**config.mk**
```make
export PLATFORM = sky130hd
export DESIGN_NAME = short_preamble_inserter
export DESIGN_NICKNAME = d
export VERILOG_FILES = /design/src/rtl/short_preamble_inserter_pkg.sv /design/src/rtl/short_preamble_inserter_sts_rom.sv /design/src/rtl/short_preamble_inserter.sv
export SDC_FILE = /design/constraint.sdc
export NUM_CORES = 1
export LEC_CHECK = 0
export ABC_AREA = 1
export CAP_MARGIN = 15
export CORE_ASPECT_RATIO = 1.5
export CORE_MARGIN = 2
export CORE_UTILIZATION = 47
export DETAILED_ROUTE_END_ITERATION = 7
export PLACE_DENSITY = 0.81
export SKIP_LAST_GASP = 1
export SLEW_MARGIN = 25
export SYNTH_ARGS = -nofsm -noshare
export SYNTH_HDL_FRONTEND = slang
export SYNTH_SLANG_ARGS = --single-unit
```
**constraint.sdc**
```tcl
create_clock -name clk -period 2.5 [get_ports clk]
set_clock_uncertainty 0.1 [all_clocks]
set_input_delay 0.25 -clock clk [delete_from_list [all_inputs] [get_ports clk]]
set_output_delay 0.25 -clock clk [all_outputs]
set_load 0.02 [all_outputs]
```
**src/rtl/short_preamble_inserter_pkg.sv**
```systemverilog
// sts_pkg: 802.11a short training sequence table, sample type and inserter states
package sts_pkg;

    localparam int STS_LEN = 16;

    typedef struct packed {
        logic signed [15:0] i;
        logic signed [15:0] q;
    } cplx16_t;

    localparam cplx16_t STS_TABLE [STS_LEN] = '{
        '{16'sd1507,  16'sd1507},
        '{-16'sd4325, 16'sd66},
        '{-16'sd426,  -16'sd2589},
        '{16'sd4686,  -16'sd426},
        '{16'sd3015,  16'sd0},
        '{16'sd4686,  -16'sd426},
        '{-16'sd426,  -16'sd2589},
        '{-16'sd4325, 16'sd66},
        '{16'sd1507,  16'sd1507},
        '{16'sd66,    -16'sd4325},
        '{-16'sd2589, -16'sd426},
        '{-16'sd426,  16'sd4686},
        '{16'sd0,     16'sd3015},
        '{-16'sd426,  16'sd4686},
        '{-16'sd2589, -16'sd426},
        '{16'sd66,    -16'sd4325}
    };

    typedef enum logic [1:0] {S_IDLE, S_ZEROS, S_STS, S_PAYLOAD} state_t;

endpackage

```
**src/rtl/short_preamble_inserter_sts_rom.sv**
```systemverilog
// sts_rom: registered STS lookup with sign-preserving gain shift on I and Q
module sts_rom
    import sts_pkg::*;
#(
    parameter int GAIN_SHIFT = 0
) (
    input  logic        clk,
    input  logic        reset,
    input  logic [3:0]  addr,
    output logic [31:0] data
);

    logic [31:0] data_d, data_q;

    always_comb data_d = {$signed(STS_TABLE[addr].i) >>> GAIN_SHIFT,
                          $signed(STS_TABLE[addr].q) >>> GAIN_SHIFT};

    always_ff @(posedge clk) data_q <= reset ? '0 : data_d;

    assign data = data_q;

endmodule

```
**src/rtl/short_preamble_inserter.sv**
```systemverilog
// short_preamble_inserter: prepends optional zeros and NUM_PERIODS STS repeats to each AXI-Stream packet
module short_preamble_inserter
    import sts_pkg::*;
#(
    parameter int WIDTH       = 32,
    parameter int NUM_PERIODS = 10,
    parameter int PRE_ZEROS   = 0,
    parameter int GAIN_SHIFT  = 0
) (
    input  logic             clk,
    input  logic             reset,
    input  logic [WIDTH-1:0] i_tdata,
    input  logic             i_tlast,
    input  logic             i_tvalid,
    output logic             i_tready,
    output logic [WIDTH-1:0] o_tdata,
    output logic             o_tlast,
    output logic             o_tvalid,
    input  logic             o_tready,
    output logic             o_sop,
    output logic             o_busy
);

    state_t      state_d, state_q;
    logic [7:0]  zcnt_d, zcnt_q;
    logic [3:0]  idx_d, idx_q, per_d, per_q;
    logic        sop_d, sop_q, acc, payload;
    logic [31:0] rom_data;

    // ROM is addressed with the next index so its registered output tracks idx_q
    sts_rom #(.GAIN_SHIFT(GAIN_SHIFT)) u_rom (
        .clk   (clk),
        .reset (reset),
        .addr  (idx_d),
        .data  (rom_data)
    );

    assign payload  = state_q == S_PAYLOAD;
    assign o_tvalid = payload ? i_tvalid : (state_q == S_ZEROS || state_q == S_STS);
    assign o_tdata  = payload ? i_tdata : (state_q == S_STS ? rom_data : '0);
    assign o_tlast  = payload & i_tlast;
    assign i_tready = payload & o_tready;
    assign o_sop    = sop_q;
    assign o_busy   = state_q != S_IDLE;
    assign acc      = o_tvalid & o_tready;

    always_comb begin
        state_d = state_q;
        zcnt_d  = zcnt_q;
        idx_d   = idx_q;
        per_d   = per_q;
        sop_d   = sop_q;
        case (state_q)
            S_IDLE: if (i_tvalid) begin
                state_d = PRE_ZEROS > 0 ? S_ZEROS : S_STS;
                sop_d   = 1'b1;
            end
            S_ZEROS: if (acc) begin
                sop_d  = 1'b0;
                zcnt_d = zcnt_q + 8'd1;
                if (zcnt_q == 8'(PRE_ZEROS - 1)) begin
                    state_d = S_STS;
                    zcnt_d  = '0;
                end
            end
            S_STS: if (acc) begin
                sop_d = 1'b0;
                idx_d = idx_q + 4'd1;
                if (idx_q == 4'(STS_LEN - 1)) begin
                    per_d = per_q + 4'd1;
                    if (per_q == 4'(NUM_PERIODS - 1)) begin
                        state_d = S_PAYLOAD;
                        per_d   = '0;
                    end
                end
            end
            S_PAYLOAD: if (i_tvalid & o_tready & i_tlast) state_d = S_IDLE;
            default: state_d = S_IDLE;
        endcase
    end

    always_ff @(posedge clk) begin
        if (reset) begin
            state_q <= S_IDLE;
            zcnt_q  <= '0;
            idx_q   <= '0;
            per_q   <= '0;
            sop_q   <= 1'b0;
        end else begin
            state_q <= state_d;
            zcnt_q  <= zcnt_d;
            idx_q   <= idx_d;
            per_q   <= per_d;
            sop_q   <= sop_d;
        end
    end

endmodule
```
==> impl_metrics.json, run 1 <==
{
  "status": "finished, final reports clean",
  "hold_violations": 0,
  "post-place-ws_ns": 0.122,
  "layout-drive-gt1-share_pct": 8.70,
  "yosys_warnings": 0,
  "synth-seq-cells": 44,
  "rsz0062_at_grt": "yes",
  "r2r-end": "u_rom.data[25]",
  "diodes": 0,
  "fmaxAchievable_mhz": 425,
  "cts_tree": "built",
  "crit_type": "register to output pin",
  "clkTransAtPathRegs_ns": 0.08,
  "vdd_ir_drop_max_mv": 0.493,
  "num-nets-final": 486,
  "hp-class": "register to register",
  "dieArea_um2": 5820,
  "start_util_pct": 48.2,
  "via_count": 2514,
  "fill_cells": 473,
  "critPathSlowestCell": "dfxtp_2",
  "multi_input_area_um2": 1340,
  "core_area_um2": 5080,
  "die_y_um": 92.4,
  "grt_pass1_wl_um": 10300,
  "cp-start-kind": "register",
  "crit_top_cell": "inv_1",
  "period_minus_slack_ns": 2.35,
  "cts_buffer_depth": 2,
  "first_iter_violations": 84,
  "p_per_area_nw_per_um2": 714,
  "hpwl_um": 4750,
  "rows": 32,
  "layout_commonest_cell": "nand2_1",
  "routed_via_density": 4.98,
  "relSlewSlack_pct": 68.7,
  "cp.arrival_ns": 2.00,
  "cap_violations": 0,
  "fin_ws_ns": 0.149,
  "tightest_slew_ns": 0.468,
  "ios": 74,
  "ys_types": 24,
  "instances_no_fill": 505,
  "synth_fp_nets": 410,
  "post-route-drc-count": 0,
  "synthCells": 360,
  "p_leak_nw": 2.01,
  "drtAntennaViolNets": 0,
  "ys_seq_area_share_pct": 36.0,
  "drtPass1Iterations": 4,
  "avgSynthCellArea_um2": 6.81,
  "max_stage_delay_ns": 0.35,
  "netlist_area_um2": 2450,
  "finalSetupViolCount": 0,
  "globalRouteOverflowTotal": 0,
  "reg2reg_from": "state_q[0]",
  "clock-sinks": 44,
  "insertion_delay_ns": 0.30,
  "cts-root-buf": "clkbuf_8",
  "grtUsageTotal_pct": 21.9,
  "required_ns": 2.15,
  "drt_wl_total_um": 6220,
  "cts_hold_buf": 0,
  "min_delay_path_depth": 2,
  "worstPathCellList": "inv_1 -> ha_1 -> inv_1 -> nor2_1 -> buf_12 -> inv_1 -> o21ai_0 -> dlygate4sd2_1",
  "antenna_found_initial": 0,
  "wl_per_cell_um": 12.3,
  "place_congestion": 0.867,
  "die_w_um": 63.0,
  "rrSetupSlack_ns": 0.19,
  "end_kind": "output pin",
  "grt_max_degree": 33,
  "crit_fanout": 23,
  "dp_cells": 497,
  "reg2reg_depth": 12,
  "finalPower_w": 0.00243,
  "holdCritStartpoint": "per_q[2]",
  "grt_pass1_vias": 2330,
  "ctsHtreeMaxLevel": 2,
  "cpLargestDelayFamily": "buffers and inverters",
  "area_delta_synth_final_pct": 38.9,
  "slew_violations": 0,
  "register_area_um2": 883,
  "final_cell_mix": "139 x nand2_1, 43 x inv_1, 42 x dfxtp_1, 41 x clkdlybuf4s50_1, 26 x nor2_1",
  "fin_crit_sh_pct": 94.1,
  "port_buffers": 73,
  "cts_made_buffers": 5,
  "hold_end": "per_q[2]",
  "critPathBufInv": 5
}
==> cell usage after synthesis <==
cell type	count	area, um^2
nand4_1	7	43.8
nor2_1	26	97.6
clkbuf_1	5	18.8
nand3_1	9	45.0
buf_2	2	10.0
a22o_1	20	175
o21ai_2	2	17.5
ha_1	13	163
nand2_2	7	43.8
dfxtp_1	44	881
nand2_4	1	11.3
a21oi_2	1	8.76
nand2_1	140	526
buf_6	3	33.8
inv_1	43	161
inv_2	2	7.51
nor2_2	3	18.8
nor3_1	3	15.0
a21oi_1	8	40.0
nand4_2	1	12.5
nor2_4	1	11.3
a31oi_1	2	12.5
xor2_1	3	26.3
o21ai_0	14	70.1
==> worst max-delay path by stage <==
stage               start              to  cells past startpoint
6_report       state_q[0]     o_tdata[28]                      8
5_1_grt        state_q[0]  u_rom.data[15]                     14
4_1_cts        state_q[1]     o_tdata[18]                      4
3_5_place_dp   state_q[0]     o_tdata[16]                      8
3_3_place_gp   state_q[1]   u_rom.data[9]                     11
2_1_floorplan  state_q[0]   u_rom.data[4]                     14
==> layout make-up <==
| class | count | share of cell area (%) |
|---|---|---|
| tap | 68 | 2.50 |
| timing repair buffer | 79 | 24.0 |
| sequential | 44 | 26.0 |
| clock buffer | 6 | 2.13 |
| clock inverter | 2 | 1.03 |
| inverter | 45 | 4.96 |
| multi-input combinational | 261 | 39.4 |
==> power breakdown <==
part	switching (W)	internal [W]	leakage (nW)
Combinational	0.000621	0.000442	1.59
Clock	0.000228	0.000296	0.0552
Sequential	0.0000474	0.000794	0.361
==> flip-flops by register name, indices dropped and copies added (netlist names) <==
signal,cells
per_q,4
idx_q,4
state_q,2
zcnt_q,8
o_sop,1
u_rom.data,25
==> metrics by stage <==
| stage | setup TNS (ns) | instance area, um^2 | hold slack (ns) | util (%) |
|---|---|---|---|---|
| floorplan | 0 | 2450 | 0.339 | - |
| global placement | 0 | 3260 | 0.349 | 64.1 |
| detailed placement | 0 | 3260 | 0.357 | 64.1 |
| CTS | -1.02 | 3360 | 0.368 | 66.0 |
| global route | 0 | 3400 | 0.408 | 66.9 |
| finish | 0 | 3400 | 0.366 | 66.9 |
==> layer usage <==
metal	global-route usage, %	vias up	wire, um
met1	23.7	1121	2540
met4	9.26	0	152
met2	39.6	89	3140
li1	-	1288	-
met3	5.83	16	387
met5	0	-	0
==> worst min-delay path, delay by kind of cell, from the launching register on <==
kind	cells	cell delay (ns)
flops	1	0.31
compound gates	1	0.05
simple gates	1	0.06
==> timing repair <==
| action | in CTS | in global routing |
|---|---|---|
| endpoints found under the setup margin | 32 | 47 |
| gates resized for setup | 13 | 33 |
| setup buffers | 0 | 0 |
| pin swaps | 0 | 0 |
==> logic make-up after synthesis <==
| logic type | after synthesis | synth area share, % |
|---|---|---|
| simple gates | 198 | 33.7 |
| compound gates | 47 | 13.2 |
| fa+ha+maj | 13 | 6.64 |
| buf+inv | 55 | 9.45 |
| flops | 44 | 36.0 |
| xor+xnor | 3 | 1.07 |
(Power assumes the default switching activity.)
==> run 2, diff against run 1 <==
Settings changed: ABC_AREA 1 to 0, ABC_CLOCK_PERIOD_IN_PS set to 2500, CORE_UTILIZATION 47 to 48, PLACE_DENSITY 0.81 to 0.82, SKIP_CTS_REPAIR_TIMING set to 1.
==> run 2 against run 1 <==
Effect of this change:
- the flow now finishes with violations (negative setup slack)
- via count grew 4.9%
- sequential share of layout area shrank 4.2 points
- global-route usage grew 2.0 points
- final area grew 20%
- total power grew 28%
- maximum frequency shrank 11%
- clock power grew 7.6%
- critical path depth grew 5
- sequential power grew 0.6%
- register-to-register slack lost 0.34 ns
- critical path type is now register to register
- largest cell class unchanged
- die area grew 3.1%
- first-iteration DRC count shrank 8.3%
==> impl_metrics.json, run 2 <==
{
  "ys_seq_area_share_pct": 34.1,
  "fmaxAchievable_mhz": 377,
  "cts-root-buf": "clkbuf_8",
  "finalPower_w": 0.00311,
  "synth_ff_type": "dfxtp_1",
  "swShare_pct": 38.1,
  "yosysTopAreaCellShare_pct": 34.1,
  "grt_pass1_vias": 2498,
  "critPathSlowestCell": "dfxtp_4",
  "tightest_slew_ns": 0.616,
  "rsz0062_at_grt": "yes",
  "layout-drive-gt1-share_pct": 25.1,
  "diodes": 0,
  "place_congestion": 0.926,
  "violations": "negative setup slack",
  "ios": 74,
  "antenna_found_initial": 0,
  "p_sw_w": 0.00119,
  "cts_made_buffers": 5,
  "synth_enable_flop_cells": 0,
  "grt_pass1_wl_um": 11400,
  "instances_no_fill": 463,
  "hp-class": "register to register",
  "die_w_um": 63.9,
  "vdd_ir_drop_max_mv": 0.691,
  "ys_top_cells_by_area": "dfxtp_1 34%, a22o_1 11%, ha_1 6.3%",
  "synth_fp_nets": 345,
  "netlist_area_um2": 2580,
  "drtAntennaViolNets": 0,
  "post-route-util_pct": 79.0,
  "drt_wl_total_um": 7840,
  "cp.arrival_ns": 2.75,
  "drtPass1Iterations": 4,
  "yosysMostFrequentCell": "dfxtp_1",
  "port_buffers": 73,
  "slew_violations": 0,
  "hold_violations": 0,
  "fin_ws_ns": -0.151,
  "crit_fanout": 4,
  "core_area_um2": 5160,
  "post-route-drc-count": 0,
  "required_ns": 2.59,
  "grt_max_degree": 37,
  "ctsHtreeMaxLevel": 2,
  "dp_cells": 452,
  "clock-sinks": 44,
  "synth_top_area_cell": "dfxtp_1",
  "final_cell_mix": "42 x dfxtp_1, 40 x clkdlybuf4s50_1, 38 x buf_4, 33 x dlymetal6s2s_1, 32 x a22o_1",
  "synth-seq-cells": 44,
  "end_kind": "register",
  "worstPathCellList": "inv_4 -> ha_4 -> mux2i_4 -> nor2_4 -> mux2i_4 -> inv_4 -> ha_4 -> nand2b_1 -> a22oi_1 -> a311o_1 -> buf_6 -> nand2_4 -> o22ai_2",
  "relSlewSlack_pct": 58.8,
  "p_per_area_nw_per_um2": 763,
  "num-nets-final": 444,
  "finalSetupViolCount": 17,
  "insertion_delay_ns": 0.30,
  "clkTransAtPathRegs_ns": 0.09,
  "power.share.combinational_pct": 54.7,
  "cp-start-kind": "register",
  "yosys_warnings": 0,
  "grtUsageTotal_pct": 23.9,
  "layout_commonest_cell": "dfxtp_1",
  "max_stage_delay_ns": 0.39,
  "cellInternalPower_w": 0.00193,
  "hpwl_um": 5320,
  "clkPwrFrac_pct": 18.1,
  "rows": 32,
  "area_delta_synth_final_pct": 58.0,
  "routed_via_density": 5.70,
  "avgSynthCellArea_um2": 8.76,
  "cts_tree": "built",
  "cap_violations": 0,
  "largest_reg_flops": 25,
  "power_frac_seq_pct": 27.2,
  "first_iter_violations": 77,
  "status": "finished, violations left",
  "via_count": 2638,
  "synthCells": 295,
  "synth_common_cells": "44 x dfxtp_1, 32 x a22o_1, 21 x nand2_1, 20 x nor2_1, 18 x a21oi_1",
  "async_flop_share_pct": 0,
  "dieArea_um2": 6000,
  "start_util_pct": 50.0,
  "ys_types": 48,
  "period_minus_slack_ns": 2.65,
  "cts_buffer_depth": 2,
  "fin_crit_sh_pct": 106,
  "holdWs_ns": 0.394,
  "p_leak_nw": 2.18,
  "globalRouteOverflowTotal": 0,
  "die_y_um": 93.9,
  "crit_type": "register to register",
  "wl_per_cell_um": 16.9
}
==> run 2: layout make-up <==
cell class / count / area (um^2)
multi-input combinational: 215 / 1770
timing repair buffer: 116 / 1170
fill: 314 / 1080
sequential: 44 / 888
tap: 68 / 85.1
clock buffer: 5 / 68.8
inverter: 12 / 52.6
clock inverter: 3 / 46.3
==> run 2: critical path, delay by kind of cell, from the launching register on <==
family                     cells  cell delay [ns]
AOI/OAI and AO/OA              3             0.49
adders and majority gates      2             0.44
buffers and inverters          3             0.29
DFF                            1             0.39
muxes                          2             0.45
and+or+nand+nor                3             0.36
==> run 2: per-layer routing <==
layer | part of all wire, % | track usage (%)
met1 | 35 | 23.6
met2 | 54 | 45.7
met3 | 6.8 | 5.52
met4 | 3.8 | 11.2
met5 | 0 | 0
==> run 2: through the flow <==
stage	cell area [um^2]	worst slack (ns)	setup TNS (ns)
finish	4080	-0.151	-1.49
floorplan	2680	-0.0906	-1.26
detailed placement	3710	-0.339	-2.65
CTS	3820	-0.258	-6.17
global placement	3710	-0.302	-2.05
global route	4080	-0.220	-2.95
==> run 2: power groups by stage <==
stage	Clock, W	Combinational [W]	Sequential, W
6_report	0.000564	0.00170	0.000846
5_1_grt	0.000592	0.00181	0.000851
4_1_cts	0.000566	0.00164	0.000831
3_5_place_dp	0	0.00164	0.000847
3_3_place_gp	0	0.00162	0.000844
2_1_floorplan	0	0.000912	0.000849
==> run 2: final timing paths <==
path	from	to	slack [ns]	depth (start not counted)
worst max-delay path	state_q[0]	u_rom.data[18]	-0.15	13
worst min-delay path	zcnt_q[5]	zcnt_q[5]	0.39	2
worst max register to register	state_q[0]	u_rom.data[18]	-0.15	13
worst min register to register	zcnt_q[5]	zcnt_q[5]	0.39	2
==> run 2: logic make-up (layout without fill, tap and decap cells) <==
kind of cell,after synthesis,count (layout),share of synthesized area [%]
AO/OA/AOI/OAI,89,89,25.5
XOR/XNOR,11,11,4.02
adder cells (fa/ha/maj),13,13,6.30
buffers and inverters,36,136,6.25
flip-flops,44,44,34.1
multiplexers,13,13,5.91
AND/OR/NAND/NOR,89,89,18.0
